`src/rtl/cache_types_pkg.sv`:
```
// Shared cache types: instruction-cache FSM states, frame layout and geometry helpers.
package cache_types_pkg;

  typedef enum logic {
    IDLE = 1'b0,
    MISS = 1'b1
  } icache_state_t;

  localparam int ICACHE_NFRAMES = 16;
  localparam int ICACHE_IDXW    = $clog2(ICACHE_NFRAMES);
  localparam int ICACHE_TAGW    = 30 - ICACHE_IDXW;

  typedef struct packed {
    logic                   valid;
    logic [ICACHE_TAGW-1:0] tag;
    logic [31:0]            data;
  } icache_frame_t;

  // Tag width for an arbitrary frame count: 32 address bits minus byte offset and index.
  function automatic int icache_tagw(input int nframes);
    return 30 - $clog2(nframes);
  endfunction

endpackage

```
`src/rtl/icache.sv`:
```
// Direct-mapped read-only instruction cache with same-cycle hits and a single-word
// blocking fill toward the memory controller.
module icache
  import cache_types_pkg::*;
#(
  parameter int NFRAMES = ICACHE_NFRAMES
) (
  input  logic        CLK,
  input  logic        nRST,
  input  logic        imemREN,
  input  logic [31:0] imemaddr,
  output logic        ihit,
  output logic [31:0] imemload,
  output logic        iREN,
  output logic [31:0] iaddr,
  input  logic        iwait,
  input  logic [31:0] iload
);

  localparam int IDXW = $clog2(NFRAMES);
  localparam int TAGW = icache_tagw(NFRAMES);

  icache_state_t state_q;
  logic [31:0]   miss_addr_q;

  logic [NFRAMES-1:0] valid_vec;
  logic [TAGW-1:0]    tag_arr  [NFRAMES];
  logic [31:0]        data_arr [NFRAMES];

  logic [IDXW-1:0] req_idx;
  logic [TAGW-1:0] req_tag;
  logic [IDXW-1:0] fill_idx;
  logic [TAGW-1:0] fill_tag;
  logic            hit;
  logic            fill_done;
  logic            unused_addr_bits;

  assign req_idx  = imemaddr[IDXW+1:2];
  assign req_tag  = imemaddr[31:IDXW+2];
  assign fill_idx = miss_addr_q[IDXW+1:2];
  assign fill_tag = miss_addr_q[31:IDXW+2];
  assign unused_addr_bits = ^{imemaddr[1:0], miss_addr_q[1:0]};

  assign hit       = imemREN & valid_vec[req_idx] & (tag_arr[req_idx] == req_tag);
  assign fill_done = (state_q == MISS) & ~iwait;

  // A lookup only counts as a hit while idle; a fill in flight masks it.
  assign ihit     = hit & (state_q == IDLE);
  assign imemload = hit ? data_arr[req_idx] : 32'h0;
  assign iREN     = (state_q == MISS);
  assign iaddr    = (state_q == MISS) ? miss_addr_q : 32'h0;

  genvar gi;
  generate
    for (gi = 0; gi < NFRAMES; gi++) begin : g_frame
      localparam logic [IDXW-1:0] FRAME_IDX = IDXW'(gi);

      logic            frame_valid_q;
      logic [TAGW-1:0] frame_tag_q;
      logic [31:0]     frame_data_q;
      logic            frame_we;

      assign frame_we = fill_done & (fill_idx == FRAME_IDX);

      always_ff @(posedge CLK or negedge nRST) begin
        if (!nRST) begin
          frame_valid_q <= 1'b0;
        end else if (frame_we) begin
          frame_valid_q <= 1'b1;
        end
      end

      // Tag and data carry no reset: they are meaningless until valid is set.
      always_ff @(posedge CLK) begin
        if (frame_we) begin
          frame_tag_q  <= fill_tag;
          frame_data_q <= iload;
        end
      end

      assign valid_vec[gi] = frame_valid_q;
      assign tag_arr[gi]   = frame_tag_q;
      assign data_arr[gi]  = frame_data_q;
    end
  endgenerate

  always_ff @(posedge CLK or negedge nRST) begin
    if (!nRST) begin
      state_q     <= IDLE;
      miss_addr_q <= 32'h0;
    end else begin
      case (state_q)
        IDLE: begin
          if (imemREN && !hit) begin
            miss_addr_q <= imemaddr;
            state_q     <= MISS;
          end
        end
        MISS: begin
          if (!iwait) begin
            state_q <= IDLE;
          end
        end
        default: state_q <= IDLE;
      endcase
    end
  end

endmodule

```
`config.mk`:
```
export PLATFORM = sky130hd
export DESIGN_NAME = icache
export DESIGN_NICKNAME = d
export VERILOG_FILES = /design/src/rtl/cache_types_pkg.sv /design/src/rtl/icache.sv
export SDC_FILE = /design/constraint.sdc
export NUM_CORES = 1
export LEC_CHECK = 0
export BUFFER_PORTS_ARGS = -buffer_cell sky130_fd_sc_hd__buf_4
export CAP_MARGIN = 10
export CORE_MARGIN = 2
export CORE_UTILIZATION = 55
export CTS_BUF_LIST = sky130_fd_sc_hd__clkbuf_4 sky130_fd_sc_hd__clkbuf_8
export DETAILED_ROUTE_END_ITERATION = 10
export HOLD_SLACK_MARGIN = 0.06
export PLACE_DENSITY = 0.73
export SKIP_CTS_REPAIR_TIMING = 1
export SYNTH_ARGS = -nofsm -noshare
export SYNTH_HDL_FRONTEND = slang
export SYNTH_SLANG_ARGS = --single-unit
```
`constraint.sdc`:
```
create_clock -name CLK -period 8.2 [get_ports CLK]
set_clock_uncertainty 0.15 [all_clocks]
set_input_delay 1.64 -clock CLK [delete_from_list [all_inputs] [get_ports CLK]]
set_output_delay 1.64 -clock CLK [all_outputs]
set_load 0.05 [all_outputs]
```
======== Word level (Yosys, flattened, before mapping) ========
Index checks and enable logic that the tools add are counted.
cells by class
  magnitude comparators ................... 2
  equality and inequality tests ........... 16
  multiplexer cells ....................... 13
  bitwise operators ....................... 23
  reduce and logical (&&, ||, !) cells .... 4
operators with widths
  cell                number
  $bmux 32 s4         1
  $mux 32             4
  $bmux 26 s4         1
  $mux 26             2
  $eq 4x4->1 const B  8
  $eq 26x26->1        1
  $and 1x1->1         20
  $eq 4x3->1 const B  4
  $eq 4x2->1 const B  2
  $ge 5x5->1 const B  1
  $lt 4x5->1 const B  1
  $not 4->5           1
  $bmux 1 s4          1
  $eq 4x1->1 const B  1
  $logic_not 4->1     1
  $mux 1              3
  $not 1->1           2
  $pmux 1 s2          1
  $reduce_and 2->1    1
  $logic_and 1x1->1   1
  $logic_not 1->1     1
storage, ports and cells
  register bits ........................... 977
  bits of input ports ..................... 68
  logic and storage cells ................. 108

======== Longest topological paths before layout ========
Gate-level depths: netlist (run 1).
  depth after elaboration ................. 10
  gate-level depth with buffers ........... 14

======== Least setup slack after synthesis (run 1) ========
No wires, ideal clock.
  kind .................................... input -> register
  from .................................... input iwait
  to ...................................... register g_frame[2].frame_valid_q
  setup time .............................. 89 ps
  arrival ................................. 6503 ps
  data required time ...................... 7961 ps
  path slack .............................. 1458 ps
  stages on the path ...................... 3
  buffers on the path ..................... 0
  cell sequence ........................... or3_1 -> nor3_1 -> or2_2
between the ends
  word-level cells in the longest chain between the ends .. 3
ends and longest elaborated chain
  item                     RTL line      source
  start: declaration       icache.sv:16  input logic iwait,
  $not 1->1                icache.sv:45  assign fill_done = (state_q == MISS) & ~iwait;
  $and 1x1->1              icache.sv:45
  $and 1x1->1              icache.sv:63  assign frame_we = fill_done & (fill_idx == FRAME_IDX);
  via g_frame[2].frame_we  icache.sv:61  logic frame_we;
  end signal: assignment   icache.sv:67  frame_valid_q <= 1'b0;
  end signal: assignment   icache.sv:69  frame_valid_q <= 1'b1;
  end: declaration         icache.sv:58  logic frame_valid_q;
The timed path passes the listed nets, and every way through them passes these cells.
A chain may end at the register's enable or synchronous reset.

======== Final worst setup path (run 1) ========
  from .................................... input imemaddr[4]
  to ...................................... output imemload[23]
between the ends
  word-level cells in the longest chain between the ends .. 7
ends and longest elaborated chain
  item                                         RTL line                    source
  start: declaration                           icache.sv:11                input logic [31:0] imemaddr,
  $not 4->5 (not written as such)              icache.sv:44, icache.sv:49
  $bmux 26 s4                                  icache.sv:44                assign hit = imemREN & valid_vec[req_idx] & (tag_arr[req_idx] == req_tag);
  $mux 26 (not written as such) (2 in series)  icache.sv:44
  $eq 26x26->1                                 icache.sv:44
  $and 1x1->1                                  icache.sv:44
  $mux 32 *                                    icache.sv:49                assign imemload = hit ? data_arr[req_idx] : 32'h0;
  end: declaration                             icache.sv:13                output logic [31:0] imemload,
Every way passes the cells marked *; elsewhere a longest branch is shown, timed or not. The select of a mux whose other input is x is not followed.

==> results of run 1 <==
## synth_stat cells, types with 4 or more instances
| library cell | number | area [µm²] |
|---|---|---|
| buf_4 | 6 | 45.0 |
| a32oi_1 | 6 | 52.6 |
| dfrtp_1 | 49 | 1230 |
| inv_1 | 6 | 22.5 |
| mux4_2 | 241 | 5430 |
| mux2_4 | 29 | 435 |
| o221ai_1 | 4 | 35.0 |
| and2_1 | 34 | 213 |
| clkbuf_1 | 38 | 143 |
| and3_1 | 35 | 219 |
| xor2_1 | 18 | 158 |
| nand2_1 | 31 | 116 |
| or2_2 | 18 | 113 |
| buf_2 | 33 | 165 |
| xnor2_1 | 11 | 96.3 |
| nor2_1 | 30 | 113 |
| a21oi_1 | 16 | 80.1 |
| nand3_1 | 11 | 55.1 |
| mux2_2 | 11 | 124 |
| nor2b_1 | 5 | 31.3 |
| mux2i_1 | 70 | 701 |
| o21ai_0 | 7 | 35.0 |
| nor3_1 | 13 | 65.1 |
| a22oi_1 | 14 | 105 |
| buf_6 | 11 | 124 |
| nand2b_1 | 11 | 68.8 |
| a2111oi_0 | 4 | 35.0 |
| o22ai_1 | 6 | 37.5 |
| edfxtp_1 | 928 | 27900 |
## final cells by class
class | count | area [µm²] | area share [%]
clock buffer | 225 | 2720 | 6.27
clock inverter | 42 | 263 | 0.605
inverter | 8 | 31.3 | 0.0720
multi-input combinational | 666 | 8800 | 20.3
sequential | 977 | 29100 | 67.0
tap | 931 | 1160 | 2.68
timing repair buffer | 172 | 1350 | 3.10
## cell usage in the layout (no fill, tap or decap), drive strengths merged, types with 3 or more instances in the layout
| cell type | instances |
|---|---|
| edfxtp | 928 |
| mux4 | 242 |
| clkbuf | 225 |
| buf | 172 |
| mux2i | 70 |
| dfrtp | 49 |
| mux2 | 40 |
| and3 | 35 |
| and2 | 34 |
| clkinv | 33 |
| nand2 | 31 |
| nor2 | 30 |
| xor2 | 18 |
| or2 | 18 |
| a21oi | 17 |
| a22oi | 14 |
| nor3 | 13 |
| xnor2 | 11 |
| nand2b | 11 |
| nand3 | 11 |
| inv | 10 |
| o21ai | 8 |
| a32oi | 6 |
| o22ai | 6 |
| nor2b | 5 |
| clkinvlp | 5 |
| o221ai | 4 |
| a2111oi | 4 |
| a211oi | 3 |
| a31oi | 3 |
| nand4b | 3 |
| nor3b | 3 |
## metal layers
metal | vias to the layer above | part of all wire (%) | global-route usage (%)
met3 | 138 | 9.1 | 4.98
met1 | 9861 | 39 | 35.0
met2 | 904 | 50 | 39.9
li1 | 7756 | - | -
met4 | 0 | 2.0 | 7.29
met5 | - | 0 | 0
## critical path: stages
cell and delay (ns):
buf_6 0.57, buf_12 0.38, mux4_2 0.38, mux2i_1 0.24, nor3_1 0.13, a2111o_1 0.41
a2111oi_0 0.86, and4_2 0.34, buf_4 0.42, and3_1 0.25, buf_4 0.20
## how the worst max path moves through the flow
| stage | slack, ns | cells after the start | endpoint | start |
|---|---|---|---|---|
| floorplan | 1.46 | 3 | g_frame[2].frame_valid_q | iwait |
| global placement | 0.47 | 12 | ihit | imemaddr[4] |
| detailed placement | 0.46 | 11 | imemload[21] | imemaddr[4] |
| CTS | 0.44 | 11 | imemload[23] | imemaddr[4] |
| global route | 0.39 | 12 | ihit | imemaddr[4] |
| finish | 0.44 | 11 | imemload[23] | imemaddr[4] |
## metrics by stage
stage | setup slack (ns) | total power, mW | hold slack [ns]
after CTS | 0.443 | 10.9 | 0.317
after global routing | 0.395 | 11.2 | 0.327
after detailed placement | 0.461 | 6.94 | 0.303
final | 0.440 | 10.8 | 0.315
after global placement | 0.472 | 6.91 | 0.296
after floorplan | 1.46 | 6.58 | 0.284
## logic make-up after synthesis
logic type,after synthesis,share of synthesized area [%]
buffers and inverters,99,1.35
muxes,352,17.5
and+or+nand+nor,204,2.97
xor gates and xnor gates,29,0.663
AOI/OAI and AO/OA,81,1.50
DFF,977,76.0
## power by group
part / internal (mW) / switching (mW) / leakage (nW)
registers: 5.77 / 0.191 / 8.92
clock network: 2.18 / 1.80 / 1.59
logic: 0.364 / 0.505 / 3.99
total: 8.32 / 2.50 / 14.5
## state kept, by name, indices dropped and copies added (netlist names)
name,count
g_frame.frame_data_q,512
miss_addr_q,32
iREN,1
g_frame.frame_tag_q,416
g_frame.frame_valid_q,16
==> run metrics, run 1 <==
status finished clean; Non-Filler Instances 3021; Die Wd 268 µm; Synth Cell Area 0.0383 mm²; DRC violations left 0; Post-DRT Antenna Nets 0; Cell Rows 96; hold crit path type flip-flop to flip-flop; Yosys reg bits 977; Pleak 14.5 nW; max cap viols 0; Placed Cells 2754; CTS Buf Count 153; Fin. Hold Viols 0; Mapped Nets 1810; startpoint types input port; Finished Core Util 63.2%; routed vias/inst 6.18; reg-to-reg endpoint miss_addr_q[14]; first-pass GRT wire length 127000 µm; Die Ht 268 µm; clock slew at reported path FFs 0.06 ns; drt first pass iters 8; Cells after Synth 1742; Max VDD drop 0.000177 V; clk sinks 977; crit-path max FO 68; Synth Area per Inst 22.0 µm²; Slew Limit Headroom 20.2%; EDFF count, synth 928; layout cell share with drive strength beyond 1 35.6%; Final Cycle Share 94.6%; vias 18659; RSZ-0062 raised after global routing no; R2R Setup Slk 3.92 ns; DRT iter0 DRCs 1916; core area 0.0687 mm²; Tightest Pin Transition 1.20 ns; initial antenna violation count 0; kind of critical path input port to primary output; Initial Utilization 55.7%; worst r2r path cells 10; HPWL Detailed 44500 µm; Wirelength per Cell 28.4 µm; TritonCTS clock tree built; Post-Place Cell Area 0.0404 mm²; Final Wtd Congestion 0.782; grt total ovfl 0; WL final 85900 µm; ant diodes 0; ys async rst share 5.02%; total I/O pin count 134; vias in the first global route 19274; Period minus WS final 7.76 ns; Worst setup EP type primary output; port bufs 133; Total GRT Usage 24.8%; Max Root-Sink Buffers 3; worst skew pair latency 0.80 ns; Die Footprint 0.0717 mm²; yosys warns 0; pwr/cell area 249 mW/mm²; count of cell types in the netlist 61; post-route cell area 0.0434 mm²; CP arrival 5.97 ns; hold path cells 1; setup TNS 0 ns; Layout Nets 2046; min-delay src g_frame[9].frame_valid_q; RR Startpoint g_frame[7].frame_tag_q[11]; hold worst-path end g_frame[9].frame_valid_q; sequential share of the synthesized area 76.0%; max-slew violations 0; root buffer cell clkbuf_8; ys flop type edfxtp_1; pin count of the biggest net entering global routing 91; Area Growth Syn to Fin 13.4%; filler instances 4640; H-tree levels 4; Worst EP required 6.41 ns; Final Setup Violations 0; fmax 129 MHz
(Power assumes the default switching activity.)
==> run 2, diff against run 1 <==
==> constraint.sdc (replaced) <==
create_clock -name CLK -period 8.2 [get_ports CLK]
set_clock_uncertainty 0.15 [all_clocks]
set_input_delay 1.64 -clock CLK [delete_from_list [all_inputs] [get_ports CLK]]
set_output_delay 1.64 -clock CLK [all_outputs]
set_load 0.005 [all_outputs]
==> run 2 against run 1 <==
Against the previous run: combinational power decreased by 13%; sequential share of layout area increased by 0.13 points; cell count about the same; first-iteration DRC count increased by 1.0%; maximum frequency increased by 4.4%; clock power is 1% lower; via count fell by 0.35%; non-clock buffer count increased by 3; power decreased by 1.5%; utilization fell by 0.12 points; sequential power is essentially flat; register-to-register slack gained 0.17 ns.
==> run metrics, run 2 (synthesis gave the netlist of run 1 again) <==
Worst EP required 6.41 ns (about the same); DRT iter0 DRCs 1936 (+1.0%); worst path cell trace buf_8 -> buf_4 -> mux4_2 -> nand2_1 -> and3_1 -> a2111o_1 -> a2111oi_0 -> and4_2 -> buf_4 -> nand2_1 -> nor2_1 -> buf_4; initial antenna violation count 2 (+2); pin count of the biggest net entering global routing 71 (-22%); DRC violations left 0 (unchanged); max-slew violations 0 (unchanged); most frequent cell on the critical path buf_4; crit-path max FO 58 (-15%); Pleak 14.5 nW (-0.26%); Area Growth Syn to Fin 13.2%; drt first pass iters 5 (-3); Cell Rows 96 (unchanged); layout cell share with drive strength beyond 1 35.4% (-0.22 points); Die Footprint 0.0717 mm² (unchanged); Final Cycle Share 90.7% (-4.0 points); crit-path max cell delay 0.89 ns (+0.03 ns); vias in the first global route 19200 (-0.38%); Total GRT Usage 24.7% (-0.074 points); status finished clean; routed vias/inst 6.16 (-0.32%); WL final 85900 µm (about the same); H-tree levels 4 (unchanged); Period minus WS final 7.43 ns (-0.326 ns); worst skew pair latency 0.80 ns (about the same); Final Setup Violations 0 (unchanged); clock slew at reported path FFs 0.05 ns (about the same); Wirelength per Cell 28.5 µm (about the same); CP arrival 5.64 ns (-0.33 ns); port bufs 133 (unchanged); Die Wd 268 µm (unchanged); CP max stage cell and4_2; commonest non-fill, non-tap cell in the layout edfxtp_1; Final Wtd Congestion 0.763 (-2.5%); Post-DRT Antenna Nets 0 (unchanged); first-pass GRT wire length 126000 µm (-0.39%); startpoint types input port; kind of critical path input port to primary output; grt total ovfl 0 (unchanged); Slew Limit Headroom 21.6% (+1.4 points); CTS Buf Count 152 (-0.65%); Crit path buffers/inverters 4 (unchanged); pwr/cell area 246 mW/mm² (-1.3%); biggest regs g_frame.frame_data_q x512, g_frame.frame_tag_q x416, miss_addr_q x32; Non-Filler Instances 3020 (-0.033%); filler instances 4689 (+1.1%); core area 0.0687 mm² (unchanged); Fin. Hold Viols 0 (unchanged); routed length on met3 7140 µm (-8.7%); root buffer cell clkbuf_8; Tightest Pin Transition 1.17 ns (-0.0241 ns); Max VDD drop 0.000177 V (-0.31%); Met1 Wirelength 34300 µm (+1.4%); vias 18593 (-0.35%); Placed Cells 2757 (+0.11%); clk sinks 977 (unchanged); max cap viols 0 (unchanged); TritonCTS clock tree built; WL met2 42500 µm (about the same); Worst setup EP type primary output; uppermost routed layer met5; hold crit path type flip-flop to flip-flop; Initial Utilization 55.7% (unchanged); max FFs per register 512 (unchanged); Largest delay share family, worst path buffers and inverters; Layout Nets 2048 (+0.098%); fmax 135 MHz (+4.4%); total I/O pin count 134 (unchanged); Max Root-Sink Buffers 3 (unchanged); HPWL Detailed 45300 µm (+1.6%); setup TNS 0 ns (unchanged); register bank with the most flops g_frame.frame_data_q; RSZ-0062 raised after global routing no; Die Ht 268 µm (unchanged); most frequent cells in the layout edfxtp_1 (928), mux4_2 (241), buf_4 (172)
-- run 2: path summary, 6_finish.rpt --
check	from	endpoint	slack [ns]	depth (start not counted)
worst max-delay path	imemaddr[2]	ihit	0.77	12
max in group asynchronous	nRST	iREN	6.59	1
worst min register to register	g_frame[8].frame_valid_q	g_frame[8].frame_valid_q	0.31	1
worst min-delay path	g_frame[8].frame_valid_q	g_frame[8].frame_valid_q	0.31	1
worst max register to register	g_frame[7].frame_tag_q[21]	miss_addr_q[23]	4.09	9
min in group asynchronous	nRST	miss_addr_q[14]	0.77	1
-- run 2: layout make-up --
type                       count  area, µm²  area share (%)
antenna                        3       7.51          0.0173
clock buffer                 225       2680            6.18
clock inverter                35        233           0.537
inverter                       8       31.3          0.0722
multi-input combinational    666       8800            20.3
sequential                   977      29100            67.1
tap                          931       1160            2.69
timing repair buffer         175       1330            3.07
-- run 2: per-layer routing --
metal | vias to the layer above | global-route usage (%)
met2 | 789 | 39.1
met1 | 9887 | 34.5
met5 | - | 0
met3 | 155 | 5.84
li1 | 7760 | -
met4 | 2 | 8.14
-- run 2: report_power, final --
part / switching, mW / internal (mW) / leakage [nW]
Sequential: 0.197 / 5.77 / 8.92
Clock: 1.79 / 2.14 / 1.54
Combinational: 0.401 / 0.359 / 4.00
-- run 2: through the flow --
| step | hold WS, ns | instance area [µm²] | power (mW) | setup slack [ns] | util [%] |
|---|---|---|---|---|---|
| finish | 0.314 | 43300 | 10.7 | 0.766 | 63.1 |
| global route | 0.330 | 43300 | 11.0 | 0.421 | 63.1 |
| CTS | 0.313 | 43300 | 10.7 | 0.672 | 63.1 |
| detailed placement | 0.300 | 40400 | 6.84 | 0.685 | 58.8 |
| global placement | 0.296 | 40400 | 6.81 | 0.762 | 58.8 |
| floorplan | 0.284 | 38300 | 6.48 | 1.46 | - |
-- run 2: worst reg2reg max path: stages, from the launching register on --
cell and delay (ns):
edfxtp_1 0.37, mux4_1 0.56, inv_1 0.09, a2111oi_0 0.14, a2111o_1 0.43, a2111oi_0 0.49
and4_2 0.89, a21oi_4 0.10, buf_4 0.38, mux2_4 0.42
==> run 3, diff against run 2 <==
--- a/config.mk
+++ b/config.mk
@@ -7,6 +7,7 @@
 export LEC_CHECK = 0
 export BUFFER_PORTS_ARGS = -buffer_cell sky130_fd_sc_hd__buf_4
 export CAP_MARGIN = 10
+export CORE_ASPECT_RATIO = 1.2
 export CORE_MARGIN = 2
 export CORE_UTILIZATION = 55
 export CTS_BUF_LIST = sky130_fd_sc_hd__clkbuf_4 sky130_fd_sc_hd__clkbuf_8
==> run 3 against run 2 <==
Against the previous run: power grew 1.7%; via count is 0.51% higher; cell area is 0.27% higher; sequential power is essentially flat; clock power is 4% higher; count of clock-buffer cells in the layout shrank 8; sequential cell count unchanged; register-to-register slack worse by 0.65 ns; hold slack worse by 0.0041 ns; first-iteration DRC count shrank 2.7%; critical path type unchanged; largest power group unchanged.
==> run metrics, run 3 (synthesis gave the netlist of run 1 again) <==
Critical Path Sink imemload[10]; initial antenna violation count 3 (+1); Max VDD drop 0.000181 V (+2.3%); Die Ht 293 µm (+9.4%); setup TNS 0 ns (unchanged); DRC violations left 0 (unchanged); max FFs per register 512 (unchanged); startpoint types input port; TritonCTS clock tree built; CP arrival 5.94 ns (+0.30 ns); Period minus WS final 7.73 ns (+0.291 ns); register bank with the most flops g_frame.frame_data_q; first-pass GRT wire length 129000 µm (+1.9%); most frequent cell on the critical path buf_4; Cell Rows 106 (+10%); DP Worst Slack 0.460 ns (-0.225 ns); worst skew pair latency 0.79 ns (about the same); most frequent cells in the layout edfxtp_1 (928), mux4_2 (241), buf_4 (167); Die Footprint 0.0718 mm² (about the same); Area Growth Syn to Fin 13.5%; worst r2r path cells 10 (+1); CTS Buf Count 148 (-2.6%); vias in the first global route 19501 (+1.6%); Crit path buffers/inverters 4 (unchanged); Worst setup EP type primary output; clk sinks 977 (unchanged); grt total ovfl 0 (unchanged); Final Cycle Share 94.2% (+3.5 points); vias 18687 (+0.51%); CP Depth 11 (-1); HPWL Detailed 45600 µm (+0.82%); crit-path max FO 82 (+41%); Slew Limit Headroom 20.5% (-1.1 points); Max Root-Sink Buffers 3 (unchanged); biggest regs g_frame.frame_data_q x512, g_frame.frame_tag_q x416, miss_addr_q x32; worst path cell trace buf_6 -> buf_4 -> mux4_2 -> nand2_1 -> and3_1 -> a2111o_1 -> a2111oi_0 -> and4_2 -> buf_4 -> and3_1 -> buf_4; total I/O pin count 134 (unchanged); P_int 8.40 mW (+1.5%); Tightest Pin Transition 1.19 ns (+0.0198 ns); Final Setup Violations 0 (unchanged); filler instances 4693 (+0.085%); CP startpoint imemaddr[4]; Die Wd 245 µm (-8.6%); Fin. Hold Viols 0 (unchanged); fmax 129 MHz (-3.8%); Post-DRT Antenna Nets 0 (unchanged); routed vias/inst 6.21 (+0.81%); commonest non-fill, non-tap cell in the layout edfxtp_1; post-route cell area 0.0435 mm² (+0.27%); Final Wtd Congestion 0.775 (+1.7%); DRT iter0 DRCs 1884 (-2.7%); NetSw 2.44 mW (+2.3%); Initial Utilization 55.3% (-0.42 points); Finished Core Util 62.8% (-0.31 points); Seq pwr share 55.1% (-0.9 points); pin count of the biggest net entering global routing 95 (+34%); Layout Nets 2040 (-0.39%); pwr/cell area 249 mW/mm² (+1.4%); R2R Setup Slk 3.44 ns (-0.65 ns); final setup margin 0.475 ns (-0.291 ns); core area 0.0692 mm² (+0.76%); max cap viols 0 (unchanged); reg-to-reg endpoint miss_addr_q[25]; Wirelength per Cell 29.1 µm (+2.1%); clock group share of total power 37.8% (+0.9 points); Total GRT Usage 25.1% (+0.35 points); Post-Place Cell Area 0.0404 mm² (about the same); clock slew at reported path FFs 0.06 ns (about the same); H-tree levels 4 (unchanged); RR Startpoint g_frame[6].frame_tag_q[11]; Comb power frac 7.1% (about the same); max-slew violations 0 (unchanged); RSZ-0062 raised after global routing no; crit-path max cell delay 0.79 ns (-0.10 ns); root buffer cell clkbuf_8; kind of critical path input port to primary output; sw frac 22.5% (+0.13 points); status finished clean; drt first pass iters 5 (unchanged); Pleak 14.5 nW (+0.42%); Worst EP required 6.41 ns (about the same); Largest delay share family, worst path buffers and inverters; port bufs 133 (unchanged); CP max stage cell a2111oi_0; Tot Pwr 10.8 mW (+1.7%); hold crit path type flip-flop to flip-flop; hold path cells 1 (unchanged); layout cell share with drive strength beyond 1 35.4% (+0.059 points); WL final 87500 µm (+1.8%)
## run 3: cell count changes in the layout (fill, tap and decap cells not counted), moves of 2 or more
cell / change
clkinv_2: +10
clkbuf_8: +5
clkinv_1: +2
bufinv_16: +4
clkbuf_4: -13
buf_4: -5
inv_6: +3
## run 3: stage by stage
step | hold WS [ns] | instances
3_5_place_dp | 0.298 | 2740
3_3_place_gp | 0.295 | 2740
2_1_floorplan | 0.284 | 1742
6_report | 0.310 | 3011
5_1_grt | 0.330 | 3011
4_1_cts | 0.312 | 3009
## run 3: final cells by class
type                            instances  area, µm²  area share [%]
Antenna cell                            2       5.00          0.0115
Clock buffer                          217       2650            6.09
Clock inverter                         52        417           0.959
Inverter                                8       31.3          0.0720
Multi-Input combinational cell        666       8800            20.2
Sequential cell                       977      29100            66.9
Tap cell                              918       1150            2.64
Timing Repair Buffer                  171       1320            3.03
## run 3: power groups by stage
stage	Clock, mW	Combinational [mW]	Sequential [mW]
after floorplan	0	0.490	5.99
after global placement	0	0.759	6.05
after detailed placement	0	0.772	6.08
after CTS	4.16	0.775	5.97
after global routing	4.38	0.816	6.00
final	4.10	0.767	5.97
## run 3: how the worst min path moves through the flow
| stage | from | slack (ns) | end |
|---|---|---|---|
| 2_1_floorplan | g_frame[12].frame_valid_q | 0.28 | g_frame[12].frame_valid_q |
| 4_1_cts | g_frame[1].frame_valid_q | 0.31 | g_frame[1].frame_valid_q |
| 3_3_place_gp | g_frame[14].frame_valid_q | 0.30 | g_frame[14].frame_valid_q |
| 3_5_place_dp | g_frame[1].frame_valid_q | 0.30 | g_frame[1].frame_valid_q |
| 5_1_grt | g_frame[14].frame_valid_q | 0.33 | g_frame[14].frame_valid_q |
| 6_report | g_frame[1].frame_valid_q | 0.31 | g_frame[1].frame_valid_q |
## run 3: worst register-to-register path: stages, from the launching register on
cell and delay (ns):
edfxtp_1 0.37, mux4_2 0.48, mux2i_1 0.35, nor3_1 0.13, a2111o_1 0.38, a2111oi_0 0.79, and4_2 0.72, buf_4 0.32
a21oi_4 0.15, buf_4 0.38, mux2_4 0.42
## run 3: per-layer routing
layer,part of all wire (%),vias to the layer above,GRT usage (%)
li1,-,7749,-
met1,39,9892,34.8
met2,50,887,40.3
met3,8.0,159,5.37
met4,2.5,0,8.12
met5,0,-,0
